`src/rtl/z480_pkg.sv`:
```
// rtl/z480_pkg.sv - Z480 uop types, FU lane enumeration and fu-to-lane mapping
package z480_pkg;

    localparam int Z480_NUM_FU = 5;

    typedef enum logic [2:0] {
        Z480_LANE_INT = 3'd0,
        Z480_LANE_BR  = 3'd1,
        Z480_LANE_MD  = 3'd2,
        Z480_LANE_VEC = 3'd3,
        Z480_LANE_MEM = 3'd4
    } z480_fu_lane_e;

    typedef struct packed {
        logic [2:0]  fu;
        logic [7:0]  opc;
        logic [15:0] imm;
    } z480_uop_t;

    typedef struct packed {
        z480_uop_t   uop;
        logic [5:0]  rob_idx;
    } z480_uop_issue_t;

    typedef struct packed {
        z480_uop_issue_t uop;
        logic [7:0]      tag;
    } z480_uop_tagged_t;

    // Unlisted fu encodings fall back to INT, as the legacy scheduler did.
    function automatic z480_fu_lane_e z480_fu_to_lane(input logic [2:0] fu);
        z480_fu_lane_e lane;
        case (fu)
            3'd1:    lane = Z480_LANE_BR;
            3'd2:    lane = Z480_LANE_MD;
            3'd3:    lane = Z480_LANE_VEC;
            3'd4:    lane = Z480_LANE_MEM;
            default: lane = Z480_LANE_INT;
        endcase
        return lane;
    endfunction

endpackage

```
`src/rtl/z480_fu_lane_fifo.sv`:
```
// rtl/z480_fu_lane_fifo.sv - per-lane uop FIFO with registered head and synchronous clear
module z480_fu_lane_fifo
    import z480_pkg::*;
#(
    parameter int DEPTH = 2
) (
    input  logic                         clk,
    input  logic                         rst_n,
    input  logic                         push,
    input  z480_uop_tagged_t             push_uop,
    input  logic                         pop,
    input  logic                         clr,
    output logic [$clog2(DEPTH+1)-1:0]   count,
    output logic                         head_valid,
    output z480_uop_tagged_t             head_uop
);
    localparam int CW = $clog2(DEPTH + 1);
    localparam int PW = (DEPTH > 1) ? $clog2(DEPTH) : 1;

    z480_uop_tagged_t r_mem [DEPTH];
    logic [PW-1:0]    r_wr;
    logic [PW-1:0]    r_rd;
    logic [CW-1:0]    r_count;
    logic             w_pop;

    function automatic logic [PW-1:0] ptr_inc(input logic [PW-1:0] p);
        return (p == PW'(DEPTH - 1)) ? '0 : p + 1'b1;
    endfunction

    assign w_pop = pop && (r_count != '0);

    always_ff @(posedge clk or negedge rst_n) begin
        if (!rst_n) begin
            r_wr    <= '0;
            r_rd    <= '0;
            r_count <= '0;
        end else if (clr) begin
            r_wr    <= '0;
            r_rd    <= '0;
            r_count <= '0;
        end else begin
            if (push)
                r_wr <= ptr_inc(r_wr);
            if (w_pop)
                r_rd <= ptr_inc(r_rd);
            if (push && !w_pop)
                r_count <= r_count + 1'b1;
            else if (!push && w_pop)
                r_count <= r_count - 1'b1;
        end
    end

    always_ff @(posedge clk) begin
        if (push && !clr)
            r_mem[r_wr] <= push_uop;
    end

    always_comb begin
        head_uop = '0;
        if (r_count != '0)
            head_uop = r_mem[r_rd];
    end

    assign count      = r_count;
    assign head_valid = (r_count != '0);

endmodule

```
`src/rtl/z480_fu_dispatch.sv`:
```
// rtl/z480_fu_dispatch.sv - routes tagged uops from NUM_SRC sources to five FU lanes
// Optional stall counters built when Z480_DISPATCH_PERF_EN is defined.
module z480_fu_dispatch
    import z480_pkg::*;
#(
    parameter int NUM_SRC   = 2,
    parameter int OUT_DEPTH = 2
) (
    input  logic                    clk,
    input  logic                    rst_n,
    input  logic                    flush,
    input  logic [NUM_SRC-1:0]      src_valid,
    input  z480_uop_tagged_t        src_uop [NUM_SRC],
    output logic [NUM_SRC-1:0]      src_ready,
    output logic [Z480_NUM_FU-1:0]  fu_valid,
    output z480_uop_tagged_t        fu_uop [Z480_NUM_FU],
    input  logic [Z480_NUM_FU-1:0]  fu_ready,
    output logic [31:0]             perf_stall [Z480_NUM_FU]
);
    localparam int RRW = (NUM_SRC > 1) ? $clog2(NUM_SRC) : 1;
    localparam int CW  = $clog2(OUT_DEPTH + 1);

    // Returns {found, index} of the first requester at or after ptr, modulo NUM_SRC.
    function automatic logic [RRW:0] rr_grant(input logic [NUM_SRC-1:0] req,
                                              input logic [RRW-1:0]     ptr);
        logic [RRW:0] res;
        int           j;
        res = '0;
        for (int k = NUM_SRC - 1; k >= 0; k--) begin
            j = (int'(ptr) + k) % NUM_SRC;
            if (req[j])
                res = {1'b1, RRW'(j)};
        end
        return res;
    endfunction

    z480_fu_lane_e    w_src_lane [NUM_SRC];
    logic [Z480_NUM_FU-1:0] w_grant;
    logic [Z480_NUM_FU-1:0] w_full;
    logic [Z480_NUM_FU-1:0] w_pop;
    logic [RRW-1:0]   w_gidx  [Z480_NUM_FU];
    logic [CW-1:0]    w_count [Z480_NUM_FU];
    z480_uop_tagged_t w_push_uop [Z480_NUM_FU];

    always_comb begin
        for (int i = 0; i < NUM_SRC; i++)
            w_src_lane[i] = z480_fu_to_lane(src_uop[i].uop.uop.fu);
    end

    always_comb begin
        src_ready = '0;
        for (int l = 0; l < Z480_NUM_FU; l++)
            for (int i = 0; i < NUM_SRC; i++)
                if (w_grant[l] && (w_gidx[l] == RRW'(i)))
                    src_ready[i] = 1'b1;
    end

    for (genvar g = 0; g < Z480_NUM_FU; g++) begin : g_lane
        logic [NUM_SRC-1:0] w_req;
        logic [RRW:0]       w_pick;
        logic [RRW-1:0]     r_rr_ptr;

        always_comb begin
            for (int i = 0; i < NUM_SRC; i++)
                w_req[i] = src_valid[i] && (w_src_lane[i] == z480_fu_lane_e'(g));
        end

        assign w_pick        = rr_grant(w_req, r_rr_ptr);
        assign w_full[g]     = (w_count[g] == CW'(OUT_DEPTH));
        assign w_grant[g]    = !flush && !w_full[g] && w_pick[RRW];
        assign w_gidx[g]     = w_pick[RRW-1:0];
        assign w_push_uop[g] = src_uop[w_gidx[g]];
        assign w_pop[g]      = fu_valid[g] && fu_ready[g];

        // rr_ptr survives flush so fairness is not reset by mispredicts.
        always_ff @(posedge clk or negedge rst_n) begin
            if (!rst_n)
                r_rr_ptr <= '0;
            else if (w_grant[g])
                r_rr_ptr <= (w_gidx[g] == RRW'(NUM_SRC - 1)) ? '0 : w_gidx[g] + 1'b1;
        end

        z480_fu_lane_fifo #(.DEPTH(OUT_DEPTH)) u_fifo (
            .clk        (clk),
            .rst_n      (rst_n),
            .push       (w_grant[g]),
            .push_uop   (w_push_uop[g]),
            .pop        (w_pop[g]),
            .clr        (flush),
            .count      (w_count[g]),
            .head_valid (fu_valid[g]),
            .head_uop   (fu_uop[g])
        );

`ifdef Z480_DISPATCH_PERF_EN
        logic [31:0] r_perf;
        always_ff @(posedge clk or negedge rst_n) begin
            if (!rst_n)
                r_perf <= '0;
            else if ((|w_req) && !flush && w_full[g] && (r_perf != 32'hFFFF_FFFF))
                r_perf <= r_perf + 32'd1;
        end
        assign perf_stall[g] = r_perf;
`else
        assign perf_stall[g] = '0;
`endif
    end

endmodule

```
`config.mk`:
```
export PLATFORM = sky130hd
export DESIGN_NAME = z480_fu_dispatch
export DESIGN_NICKNAME = d
export VERILOG_FILES = /design/src/rtl/z480_pkg.sv /design/src/rtl/z480_fu_lane_fifo.sv /design/src/rtl/z480_fu_dispatch.sv
export SDC_FILE = /design/constraint.sdc
export NUM_CORES = 1
export LEC_CHECK = 0
export BUFFER_PORTS_ARGS = -buffer_cell sky130_fd_sc_hd__buf_2
export CORE_AREA = 2 2 246 248
export DETAILED_ROUTE_END_ITERATION = 6
export DIE_AREA = 0 0 248 250
export SYNTH_ARGS = -nofsm -noshare
export SYNTH_HDL_FRONTEND = slang
export SYNTH_SLANG_ARGS = --single-unit
```
`constraint.sdc`:
```
create_clock -name clk -period 3.8 [get_ports clk]
set_clock_uncertainty 0.2 [all_clocks]
set_input_delay 0.57 -clock clk [delete_from_list [all_inputs] [get_ports clk]]
set_output_delay 0.57 -clock clk [all_outputs]
set_load 0.02 [all_outputs]
```
==> results_dict.tcl <==
set metrics [dict create \
    drv_cap 0 \
    synthFlopType "edfxtp_1" \
    synth-edff-count 410 \
    numCtsBuffers 50 \
    avgSynthCellArea_um2 14.16 \
    postSynthCellCount 1452 \
    antenna_found_initial 1 \
    fin_crit_ps 3396 \
    crit_path_end_kind "primary output" \
    cts-root-buf "clkbuf_16" \
    worst_ep_required_time_ps 3030 \
    synth_commonest_cells "edfxtp_1 (410), nor2_1 (232), mux2i_1 (208)" \
    ir_drop_uv 306.1 \
    synth_warnings 0 \
    drive_gt1_share_pct 33.13 \
    postCtsSetupRepairBufs 0 \
    synth_cell_types 47 \
    regArea_um2 12960 \
    rows 90 \
    ant_nets 0 \
    slowest_stage "a2111oi_0" \
    grt_overflow 0 \
    cts_sinks 435 \
    arrival_ps 2630 \
    cts_tree "yes" \
    synthToLayoutAreaGrowth_pct 18.22 \
    grt_max_degree 42 \
    fillers 5519 \
    max_freq_mhz 294.5 \
    start_util_pct 34.52 \
    critical_path.cell_chain "nor2b_1, a2111oi_0, nor4_1, o21ai_0, buf_2" \
    synth_top_area_share_pct 59.87 \
    dp_hpwl_mm 40.80 \
    dr.pass1.iters 5 \
    seq_area_frac_synth_pct 62.91 \
    fin_crit_sh_pct 89.36 \
    dp_cells 2495 \
    hold_class "in2reg" \
    grt_pass1_wl_mm 84.80 \
    final_nets 1858 \
    io-pin-count 464 \
    vias 12490 \
    yosys.area.top_type "edfxtp_1" \
    hold_start "fu_ready[2]" \
    track_usage_pct 18.95 \
    netlist_area_um2 20560 \
    dieArea_um2 62000 \
    clk_latency_ps 570 \
    yosys-top-cells-area "edfxtp_1 (60%), mux2i_1 (10%), mux2_2 (8.2%)" \
    max_stage_delay_ps 730 \
    rsz0062_at_grt "false" \
    cp_num_buf_inv 1 \
    startpoint "g_lane[2].u_fifo.count[1]$_DFFE_PN0P_" \
    finalSetupViolations 0 \
    p_per_area_nw_per_um2 477.8 \
    clkTransAtPathRegs_ps 60 \
    p_leak_nw 9.129 \
    synthArstFlopShare_pct 5.747 \
    multiInputGateArea_um2 6790 \
    clockBufferDepth 3 \
    critPathLaunchType "register" \
    p_total_mw 11.62 \
    worst_slew_pin_slew_ps 956.6 \
    yosys.cell_count.top_type "edfxtp_1" \
    ys_ff_latch 435 \
    routed_via_density 4.821 \
    hold_violations 0 \
    die_h_um 250 \
    critical_path.top_delay_family "compound AO/OA/AOI/OAI gates" \
    slew_violations 0 \
    wl_mm 59.83 \
    crit_path_max_fanout 6 \
    cts_max_level 2 \
    instances_no_fill 2591 \
    first_global_vias 12760 \
    port_buffers 303 \
    slew_headroom_pct 35.55 \
    place_congestion 0.8310 \
    status "finished clean" \
    fp.dieW_um 248 \
    first_iter_violations 778 \
    drc 0 \
    r2r_start "g_lane[0].u_fifo.count[0]$_DFFE_PN0P_" \
    core-area_um2 59570 \
    fin_tns_setup_ps 0 \
    path_class "reg2out" \
    post_drt_wl_per_cell_um 23.09 \
]
worst register-to-register path, stage by stage, from the launching register on:
cell and delay (ps):
dfrtp_1 500, inv_1 120, a21oi_1 220, o21ai_0 380
nor2_4 200, buf_4 430
cells in the final DEF (no fill, tap or decap), types with 5 or more instances in the layout:
cell type / n
clkinv_2: 8
buf_2: 303
mux2_2: 149
clkinv_1: 12
clkbuf_1: 10
mux2i_1: 208
buf_4: 30
bufinv_16: 6
o21ai_0: 10
clkbuf_16: 50
nor2_4: 11
nor2_1: 221
a31oi_1: 5
xor2_1: 8
edfxtp_1: 410
dfrtp_4: 5
nor2b_1: 16
conb_1: 160
a2111oi_0: 5
or2_2: 5
nand2_1: 16
inv_1: 8
mux2_1: 44
buf_12: 8
dfrtp_1: 20
nand2b_1: 7
layout make-up:
type / instances / area share (%)
clock buffer: 62 / 5.414
tap: 782 / 4.025
inverter: 8 / 0.1235
antenna: 1 / 0.01029
clock inverter: 32 / 1.338
sequential: 435 / 53.29
multi-input combinational: 929 / 27.93
timing repair buffer: 342 / 7.864
power breakdown:
part,internal (mW),switching [mW],leakage (nW)
clock,2.87,1.96,0.806
combinational,0.413,0.877,4.29
sequential,5.40,0.0967,4.04
per-layer routing:
metal	vias up	part of all wire, %	track usage (%)
li1	5617	-	-
met1	6288	44	25.38
met2	497	48	31.17
met3	90	5.5	3.140
met4	0	3.0	6.142
met5	-	0	0
worst paths after layout:
| kind | end | slack, ps | cells past startpoint |
|---|---|---|---|
| worst max register to register | g_lane[0].u_fifo.r_mem[1][13]$_DFFE_PP_ | 1340 | 5 |
| min in group asynchronous | g_lane[0].u_fifo.count[0]$_DFFE_PN0P_ | 370 | 2 |
| worst max-delay path | src_ready[0] | 400 | 5 |
| max in group asynchronous | g_lane[2].u_fifo.r_rd$_DFFE_PN0P_ | 2520 | 2 |
| worst min-delay path | g_lane[2].u_fifo.count[1]$_DFFE_PN0P_ | 90 | 2 |
| worst min register to register | g_lane[2].r_rr_ptr$_DFFE_PN0N_ | 370 | 1 |
repair_timing:
| action | CTS | global route |
|---|---|---|
| hold buffers | 1 | 0 |
| endpoints found under the hold margin | 25 | 0 |
| gates resized for setup | 0 | 0 |
registers in the layout, summed over array words and instances (netlist names):
signal               count
g_lane.u_fifo.count     10
g_lane.u_fifo.r_mem    410
g_lane.r_rr_ptr          5
g_lane.u_fifo.r_wr       5
g_lane.u_fifo.r_rd       5
kinds of logic (layout without fill, tap and decap cells):
logic type | after synthesis | count (layout) | synth area share (%)
other cells | 1 | 161 | 0.01824
xor+xnor | 9 | 9 | 0.3833
buf+inv | 247 | 444 | 7.654
flops | 435 | 435 | 62.91
compound gates | 47 | 47 | 1.570
simple gates | 312 | 312 | 6.772
mux | 401 | 401 | 20.69
through the flow:
| stage | utilization [%] | cell area [um^2] | worst slack (ps) | hold slack, ps |
|---|---|---|---|---|
| 2_1_floorplan | - | 21160 | -1.875 | 74.41 |
| 3_3_place_gp | 38.03 | 22660 | 438.1 | 339.2 |
| 3_5_place_dp | 38.03 | 22660 | 445.4 | 352.2 |
| 4_1_cts | 40.81 | 24310 | 440.0 | 59.10 |
| 5_1_grt | 40.81 | 24310 | 222.9 | 62.75 |
| 6_report | 40.81 | 24310 | 404.1 | 88.38 |
Note: power is estimated with default switching activity, not from simulation.
